## src/rtl/pc_seq_pkg.sv

```systemverilog
// pc_seq_pkg: opcode/funct constants, pc_sel encoding and FSM/class types for pc_sequencer
package pc_seq_pkg;
  localparam logic [5:0] OP_RTYPE = 6'h00;
  localparam logic [5:0] OP_J     = 6'h02;
  localparam logic [5:0] OP_JAL   = 6'h03;
  localparam logic [5:0] OP_BEQ   = 6'h04;
  localparam logic [5:0] OP_BNE   = 6'h05;
  localparam logic [5:0] OP_ADDI  = 6'h08;
  localparam logic [5:0] OP_ORI   = 6'h0d;
  localparam logic [5:0] OP_LW    = 6'h23;
  localparam logic [5:0] OP_SW    = 6'h2b;
  localparam logic [5:0] FN_JR    = 6'h08;
  localparam logic [1:0] PCSEL_INC    = 2'd0;
  localparam logic [1:0] PCSEL_JUMP   = 2'd1;
  localparam logic [1:0] PCSEL_BRANCH = 2'd2;
  localparam logic [1:0] PCSEL_REG    = 2'd3;
  typedef enum logic [2:0] {ST_IDLE, ST_FETCH, ST_DECODE, ST_EXEC, ST_MEM, ST_WB, ST_HALT} state_t;
  typedef enum logic [3:0] {CLS_J, CLS_JAL, CLS_JR, CLS_ALU, CLS_BEQ, CLS_BNE, CLS_LW, CLS_SW, CLS_ILLEGAL} cls_t;
endpackage

```

## src/rtl/instr_class_decode.sv

```systemverilog
// instr_class_decode: combinational map from instruction word to instruction class
//   instr : 32-bit instruction register contents
//   cls   : instruction class (CLS_ILLEGAL for unsupported opcodes)
module instr_class_decode
  import pc_seq_pkg::*;
#(
  parameter int OPW = 6
) (
  input  logic [31:0] instr,
  output cls_t        cls
);
  logic [OPW-1:0] op, fn;
  logic unused_bits;
  assign op = instr[31:32-OPW];
  assign fn = instr[OPW-1:0];
  assign unused_bits = ^instr[31-OPW:OPW];
  always_comb
    cls = op == OP_J   ? CLS_J :
          op == OP_JAL ? CLS_JAL :
          op == OP_RTYPE ? (fn == FN_JR ? CLS_JR : CLS_ALU) :
          op == OP_BEQ ? CLS_BEQ :
          op == OP_BNE ? CLS_BNE :
          op == OP_LW  ? CLS_LW :
          op == OP_SW  ? CLS_SW :
          (op == OP_ADDI || op == OP_ORI) ? CLS_ALU : CLS_ILLEGAL;
endmodule

```

## src/rtl/pc_sequencer.sv

```systemverilog
// pc_sequencer: multi-cycle fetch/decode/exec/mem/wb control FSM owning the PC commit
//   clk, rst_n          : clock, asynchronous active-low reset
//   instr, alu_zero     : instruction register, ALU zero flag (EXEC)
//   imem_ack, dmem_ack  : memory handshake completions
//   imem_req, ir_we     : fetch request, instruction register load
//   pc_we, pc_sel       : one commit pulse per instruction and next-PC select
//   dmem_req, dmem_we   : data memory request / write
//   reg_we, link_sel    : register writeback, PC+4 link select for JAL
//   fault               : sticky illegal-opcode / fetch-timeout flag
//   retired, stall_cycles : performance counters, present only with PC_SEQ_PERF_EN
module pc_sequencer
  import pc_seq_pkg::*;
#(
  parameter int IMEM_TIMEOUT = 0,
  parameter int OPW          = 6
) (
  input  logic        clk,
  input  logic        rst_n,
  input  logic [31:0] instr,
  input  logic        alu_zero,
  input  logic        imem_ack,
  input  logic        dmem_ack,
  output logic        imem_req,
  output logic        ir_we,
  output logic        pc_we,
  output logic [1:0]  pc_sel,
  output logic        dmem_req,
  output logic        dmem_we,
  output logic        reg_we,
  output logic        link_sel,
`ifdef PC_SEQ_PERF_EN
  output logic [31:0] retired,
  output logic [31:0] stall_cycles,
`endif
  output logic        fault
);
  state_t state;
  cls_t cls_d, cls_q;
  logic [31:0] wait_cnt;
  logic taken, timeout;
  instr_class_decode #(.OPW(OPW)) u_dec (.instr(instr), .cls(cls_d));
  assign taken = cls_q == CLS_BEQ ? alu_zero : !alu_zero;
  // wait_cnt counts FETCH cycles already spent; expiry only when this cycle also lacks an ack
  assign timeout = IMEM_TIMEOUT != 0 && !imem_ack && wait_cnt == 32'(IMEM_TIMEOUT - 1);
  always_comb begin
    imem_req = state == ST_FETCH;
    ir_we    = imem_req && imem_ack;
    dmem_req = state == ST_MEM;
    dmem_we  = dmem_req && cls_q == CLS_SW;
    reg_we   = state == ST_WB;
    link_sel = reg_we && cls_q == CLS_JAL;
    pc_we    = (state == ST_DECODE && (cls_d == CLS_J || cls_d == CLS_JR)) ||
               (state == ST_EXEC && (cls_q == CLS_BEQ || cls_q == CLS_BNE)) ||
               (dmem_we && dmem_ack) || reg_we;
    pc_sel   = !pc_we ? PCSEL_INC :
               state == ST_DECODE ? (cls_d == CLS_JR ? PCSEL_REG : PCSEL_JUMP) :
               state == ST_EXEC ? (taken ? PCSEL_BRANCH : PCSEL_INC) :
               link_sel ? PCSEL_JUMP : PCSEL_INC;
  end
  always_ff @(posedge clk or negedge rst_n) begin
    if (!rst_n) begin
      state    <= ST_IDLE;
      cls_q    <= CLS_ILLEGAL;
      fault    <= 1'b0;
      wait_cnt <= '0;
    end else begin
      wait_cnt <= state == ST_FETCH ? wait_cnt + 32'd1 : '0;
      case (state)
        ST_IDLE: state <= ST_FETCH;
        ST_FETCH:
          if (imem_ack) state <= ST_DECODE;
          else if (timeout) begin
            state <= ST_HALT;
            fault <= 1'b1;
          end
        ST_DECODE: begin
          cls_q <= cls_d;
          case (cls_d)
            CLS_J, CLS_JR: state <= ST_FETCH;
            CLS_JAL: state <= ST_WB;
            CLS_ILLEGAL: begin
              state <= ST_HALT;
              fault <= 1'b1;
            end
            default: state <= ST_EXEC;
          endcase
        end
        ST_EXEC:
          state <= (cls_q == CLS_BEQ || cls_q == CLS_BNE) ? ST_FETCH :
                   (cls_q == CLS_LW || cls_q == CLS_SW) ? ST_MEM : ST_WB;
        ST_MEM: if (dmem_ack) state <= cls_q == CLS_SW ? ST_FETCH : ST_WB;
        ST_WB: state <= ST_FETCH;
        default: state <= ST_HALT;
      endcase
    end
  end
`ifdef PC_SEQ_PERF_EN
  always_ff @(posedge clk or negedge rst_n) begin
    if (!rst_n) begin
      retired      <= '0;
      stall_cycles <= '0;
    end else begin
      if (pc_we) retired <= retired + 32'd1;
      if ((imem_req && !imem_ack) || (dmem_req && !dmem_ack)) stall_cycles <= stall_cycles + 32'd1;
    end
  end
`endif
endmodule

```

## config.mk

```make
export PLATFORM = sky130hd
export DESIGN_NAME = pc_sequencer
export DESIGN_NICKNAME = d
export VERILOG_FILES = /design/src/rtl/pc_seq_pkg.sv /design/src/rtl/instr_class_decode.sv /design/src/rtl/pc_sequencer.sv
export SDC_FILE = /design/constraint.sdc
export NUM_CORES = 1
export LEC_CHECK = 0
export CORE_ASPECT_RATIO = 0.9
export CORE_MARGIN = 8
export CORE_UTILIZATION = 24
export CTS_CLUSTER_SIZE = 12
export DETAILED_ROUTE_END_ITERATION = 8
export DONT_BUFFER_PORTS = 1
export GPL_TIMING_DRIVEN = 0
export PLACE_DENSITY = 0.38
export SETUP_SLACK_MARGIN = 0.05
export SYNTH_ARGS = -nofsm -noshare
export SYNTH_HDL_FRONTEND = slang
export SYNTH_SLANG_ARGS = --single-unit
```

## constraint.sdc

```tcl
create_clock -name clk -period 1.8 [get_ports clk]
set_input_delay 0.36 -clock clk [delete_from_list [all_inputs] [get_ports clk]]
set_output_delay 0.36 -clock clk [all_outputs]
set_load 0.05 [all_outputs]
```

Yosys cells after proc, flatten, opt, wreduce, memory -nomap -nowiden
Cells that the tools add are included.

Register bits after elaboration: 8. Logic and storage cells: 71.

Equality and inequality tests: 24. Mux-type cells: 23. Reductions and logical operators: 21.

Operators by type and width (count): 4-bit 2-to-1 mux (8); 6-bit by 4-bit == test with 1-bit output (second input constant) (3); 4-bit by 3-bit == test with 1-bit output (second input constant) (4); 3-bit one-hot mux with 5 select lines (1); 6-bit by 2-bit == test with 1-bit output (second input constant) (2); 6-bit by 3-bit == test with 1-bit output (second input constant) (2); 6-bit == test (second input constant) (2); 3-bit 2-to-1 mux (4); 2-bit 2-to-1 mux (5); 3-bit one-hot mux with 3 select lines (1); 4-bit by 1-bit == test with 1-bit output (second input constant) (2); 1-bit logical OR (7); 3-bit by 2-bit == test with 1-bit output (second input constant) (2); 3-bit == test (second input constant) (2); 1-bit logical AND (6); 6-bit logical NOT (1); 4-bit by 2-bit == test with 1-bit output (second input constant) (1); 4-bit == test (second input constant) (1); 4-bit logical NOT (1); 1-bit 2-to-1 mux (4); 2-bit inequality test (second input constant) (2); 2-bit AND reduction (2); 2-bit OR reduction (2); 3-bit by 1-bit == test with 1-bit output (second input constant) (1); other kinds (2) (2).

Longest topological paths before layout
Depth after elaboration: 17. Mapped depth: 5. Gate-level depth less buffers: 4.

Cells and area by module
Synthesis repeated with hierarchy kept, for this count alone.

Cell total of the unflattened synthesis: 79. Area total of the unflattened synthesis: 735.7 sq um.

Modules (own cells, without submodules): pc_sequencer (times used 1, cells each 55, area each 589.3 sq um, seq. area each 201.4 sq um); instr_class_decode (times used 1, cells each 24, area each 146.4 sq um, seq. area each 0.0 sq um).

Worst setup path after synthesis
Ideal clock, no wire load.

Kind: register to register. Start: reg state[0]. End: reg state[0]. Setup time: 137 ps. Data arrival time: 2233 ps. Data required time: 1663 ps. Path slack: -570 ps. Stages on the path, launching flop included: 6. Path buffers: 1. Period minus slack after synthesis: 2370 ps. Cell sequence: dfrtp_1 clkbuf_1 nand2b_1 nor3b_1 o21bai_1 a221oi_1.

Longest elaborated chain between the ends: 3. Elaborated cells between the ends (all ways): 11.

Ends and longest elaborated chain: start, declared (line pc_sequencer.sv:37) `state_t state;`; start signal, assigned (line pc_sequencer.sv:89) `state <= (cls_q == CLS_BEQ || cls_q == CLS_BNE) ? ST_FETCH :`; start signal, assigned (line pc_sequencer.sv:91) `ST_MEM: if (dmem_ack) state <= cls_q == CLS_SW ? ST_FETCH : ST_WB;`; 3-bit == test (tied with other cells) (line pc_sequencer.sv:68) `case (state)`; 2-bit OR reduction (no source line) / 2-bit inequality test (equally long branches); 3-bit one-hot mux with 5 select lines / 2-bit AND reduction (equally long branches).

Several ways; a longest one is shown, not always the timed one. A chain may end at the register's enable or synchronous reset.

Worst setup path in the final report
Start: in instr[1]. End: out pc_we.

Longest elaborated chain between the ends: 11. Elaborated cells between the ends (all ways): 12.

Ends and longest elaborated chain: start, declared (line pc_sequencer.sv:19) `input logic [31:0] instr,`; 6-bit by 4-bit == test with 1-bit output (*) (line instr_class_decode.sv:20) `op == OP_RTYPE ? (fn == FN_JR ? CLS_JR : CLS_ALU) :`; 1-bit 2-to-1 mux (*) (line instr_class_decode.sv:20); 4-bit 2-to-1 mux (*) (line instr_class_decode.sv:20); 4-bit 2-to-1 mux (*) (line instr_class_decode.sv:19) `op == OP_JAL ? CLS_JAL :`; 4-bit 2-to-1 mux (*) (line instr_class_decode.sv:18) `cls = op == OP_J ? CLS_J :`; 4-bit by 2-bit == test with 1-bit output / 4-bit logical NOT (equally long branches) (line pc_sequencer.sv:52) `pc_we = (state == ST_DECODE && (cls_d == CLS_J || cls_d == CLS_JR)) ||`; 1-bit logical OR (*) (line pc_sequencer.sv:52); 1-bit logical AND (*) (line pc_sequencer.sv:52); 1-bit logical OR (*) (line pc_sequencer.sv:52); 1-bit logical OR (*) (line pc_sequencer.sv:53) `(state == ST_EXEC && (cls_q == CLS_BEQ || cls_q == CLS_BNE)) ||`; 1-bit logical OR (*) (line pc_sequencer.sv:54) `(dmem_we && dmem_ack) || reg_we;`; end, declared (line pc_sequencer.sv:25) `output logic pc_we,`.

Every way passes the cells marked *; elsewhere a longest branch is shown, timed or not.

==> impl_metrics.toml <==
[routing]
wl_per_cell_um = 13.95
vias = 641
first_pass_iters = 2
drc = 0
routed_wl_um = 1897
drt_iter0_drc = 13
viasPerCell = 4.713
ant_nets = 0

[power]
total_power_mw = 0.5141
cellPowerDensity_mw_per_mm2 = 524.8
switching_share_pct = 31.81
power_frac_seq_pct = 52.5
intPower_mw = 0.3506
vdd_drop_max_v = 0.0004686
clock_power_share_pct = 28.3
p_leak_nw = 0.3804
switching_power_mw = 0.1635
p_comb_share_pct = 19.2

[logic_synthesis]
synth_top_family_by_area = "simple AND/OR/NAND/NOR gates"
synth_compound_area_share_pct = 23.86
yosys_warnings = 0
synth_fa_ha_area_share_pct = 0
synthTopCellsByArea = "dfrtp_1, dfstp_2, nand2_1, nand2b_1, mux2_2"
synth_xor_area_share_pct = 3.825
synth-seq-cells = 8
syn-num-nets = 117
ys_dominant_reg_cell = "dfrtp_1"
seq_area_frac_synth_pct = 29.33
postSynth.asyncResetShare_pct = 100.0
synth_mux_area_share_pct = 6.375
synthCells = 80
yosysTopAreaCellShare_pct = 25.50
synth_area_um2 = 686.9
synth_edf_count = 0
synth_top_area_cell = "dfrtp_1"
synth_commonest_cells = "dfrtp_1, nand2_1, nor2_1"
yosys.area_share.simple_pct = 32.06
ys_types = 40
synth.avg_cell_area_um2 = 8.586

[grt]
track_usage_pct = 7.352
grt_pass1_wl_um = 2808
grt-ovfl-total = 0
grt_max_degree = 11
grt_pass1_vias = 611
antenna_found_initial = 0

[die]
die_w_um = 72.39
ios = 47
core_mm2 = 0.002725
die_y_um = 66.76
die-area_mm2 = 0.004832
num_rows = 18
start_util_pct = 25.21

[outcome]
violations = "setup timing"
status = "finished, violations left"

[clocking]
clkSlewWorstSetupHoldPaths_ps = 60
cts-buffers-inserted = 3
htreeDepth = 1
cts_sinks = 8
root_buffer = "clkbuf_4"
clock_path_buffers = 2
clk_latency_ps = 250
cts_tree = "yes"

[finish]
drive_gt1_share_pct = 39.58
area_growth_pct = 42.62
fill_cells = 299
fin_area_um2 = 979.7
finalNetCount = 134
n_antenna_cell = 0
instances_no_fill = 136

[run]
drv_cap = 0

[setup_path]
crit_start = "instr[1]"
reg2reg_from = "state[0]"
reg2reg_slack_ps = 180
cp-start-kind = "primary input"
crit_fanout = 2
reg2reg_to = "state[0]"
crit_end = "pc_we"
cp_data_arrival_time_ps = 1940
worstRegToRegCells = 5
crit_path_end_kind = "primary output"
path_class = "in2out"
worst_ep_required_time_ps = 1440

[placement]
io_buffers = 0
dpl-instance-area_um2 = 762.0
gp_congestion = 0.6613
dp_hpwl_um = 1427
dp_cells = 120

[timing]
rsz0062_at_grt = "true"
worst_slew_pin_slew_ps = 1062
fmax_mhz = 435.6
hold_violations = 0
slew_viol_final = 0
min_period_ps = 2296
slew_headroom_pct = 28.88
tns_ps = -1568
setup_violations = 6
timing.hold.ws_ps = 289.5
fin_skew_ps = 6.716
fin_crit_sh_pct = 127.5
setup_ws_ps = -495.5

[min_path]
min_path_type = "in2reg"
[worst max-delay path, stage by stage]
cell and delay [ps]:
or4b_4 520, o31a_1 250, or3_4 330, o211ai_1 480
[how the worst min path moves through the flow]
stage / from / end / slack, ps / cells past startpoint
global placement: rst_n / fault / 60 / 0
global route: instr[29] / cls_q[0] / 300 / 2
detailed placement: rst_n / fault / 60 / 0
finish: instr[29] / cls_q[0] / 290 / 2
floorplan: rst_n / cls_q[0] / 60 / 0
CTS: instr[29] / cls_q[0] / 280 / 2
[kinds of logic (layout without fill, tap and decap cells)]
kind of cell / after synthesis / count (layout)
muxes: 4 / 4
buffers and inverters: 8 / 24
xor gates and xnor gates: 3 / 3
DFF: 8 / 8
AOI/OAI and AO/OA: 21 / 21
and+or+nand+nor: 36 / 36
[metal layers]
metal | GRT usage, % | share of wire (%)
met5 | 0 | 0
met4 | 1.496 | 0
met3 | 4.498 | 9.2
met2 | 11.26 | 48
met1 | 8.591 | 43
[registers in the layout (all words and copies together) (netlist names)]
| signal | count |
|---|---|
| state | 3 |
| cls_q | 4 |
| fault | 1 |
[cell type report]
class | count | area, µm² | area share, %
Buffer | 4 | 22.52 | 2.299
Clock buffer | 4 | 26.28 | 2.682
Inverter | 3 | 15.01 | 1.533
Multi-Input combinational cell | 64 | 550.5 | 56.19
Sequential cell | 8 | 203.9 | 20.82
Tap cell | 40 | 50.05 | 5.109
Timing Repair Buffer | 13 | 111.4 | 11.37
[power groups by stage]
stage / sequential (mW) / combinational (mW) / clock [mW]
after global placement: 0.274 / 0.0818 / 0
after CTS: 0.271 / 0.100 / 0.151
after global routing: 0.276 / 0.111 / 0.164
after floorplan: 0.262 / 0.0723 / 0
after detailed placement: 0.272 / 0.0827 / 0
final: 0.270 / 0.0988 / 0.145
[through the flow]
stage,util [%],setup slack (ps)
final,35.95,-495.5
after global routing,35.95,-527.5
after global placement,27.96,-693.4
after CTS,33.10,-525.0
after floorplan,-,-473.4
after detailed placement,27.96,-665.6
[repair_timing]
item                                    in CTS  in global routing
hold buffers                                 1                  0
pin swaps                                    7                  6
hold endpoints to repair                     8                  0
setup buffers                                4                  8
endpoints found under the setup margin       9                  6
resized for setup                           19                  4
[cells in the final DEF (no fill, tap or decap), drive strengths merged, types with 2 or more instances in the layout]
cell	Yosys	layout
nor2b	2	2
inv	3	2
a21oi	3	3
a21o	2	2
mux2	3	3
nor3	3	3
nand2b	4	4
xor2	2	2
o21bai	3	3
and2	2	2
o31ai	2	2
nor4	2	2
buf	1	13
nor2	6	6
o21ai	2	2
nor3b	2	2
nand2	7	7
clkbuf	4	7
dfrtp	7	7
nand3b	2	2
No activity file was read; power rests on OpenSTA's default activity.
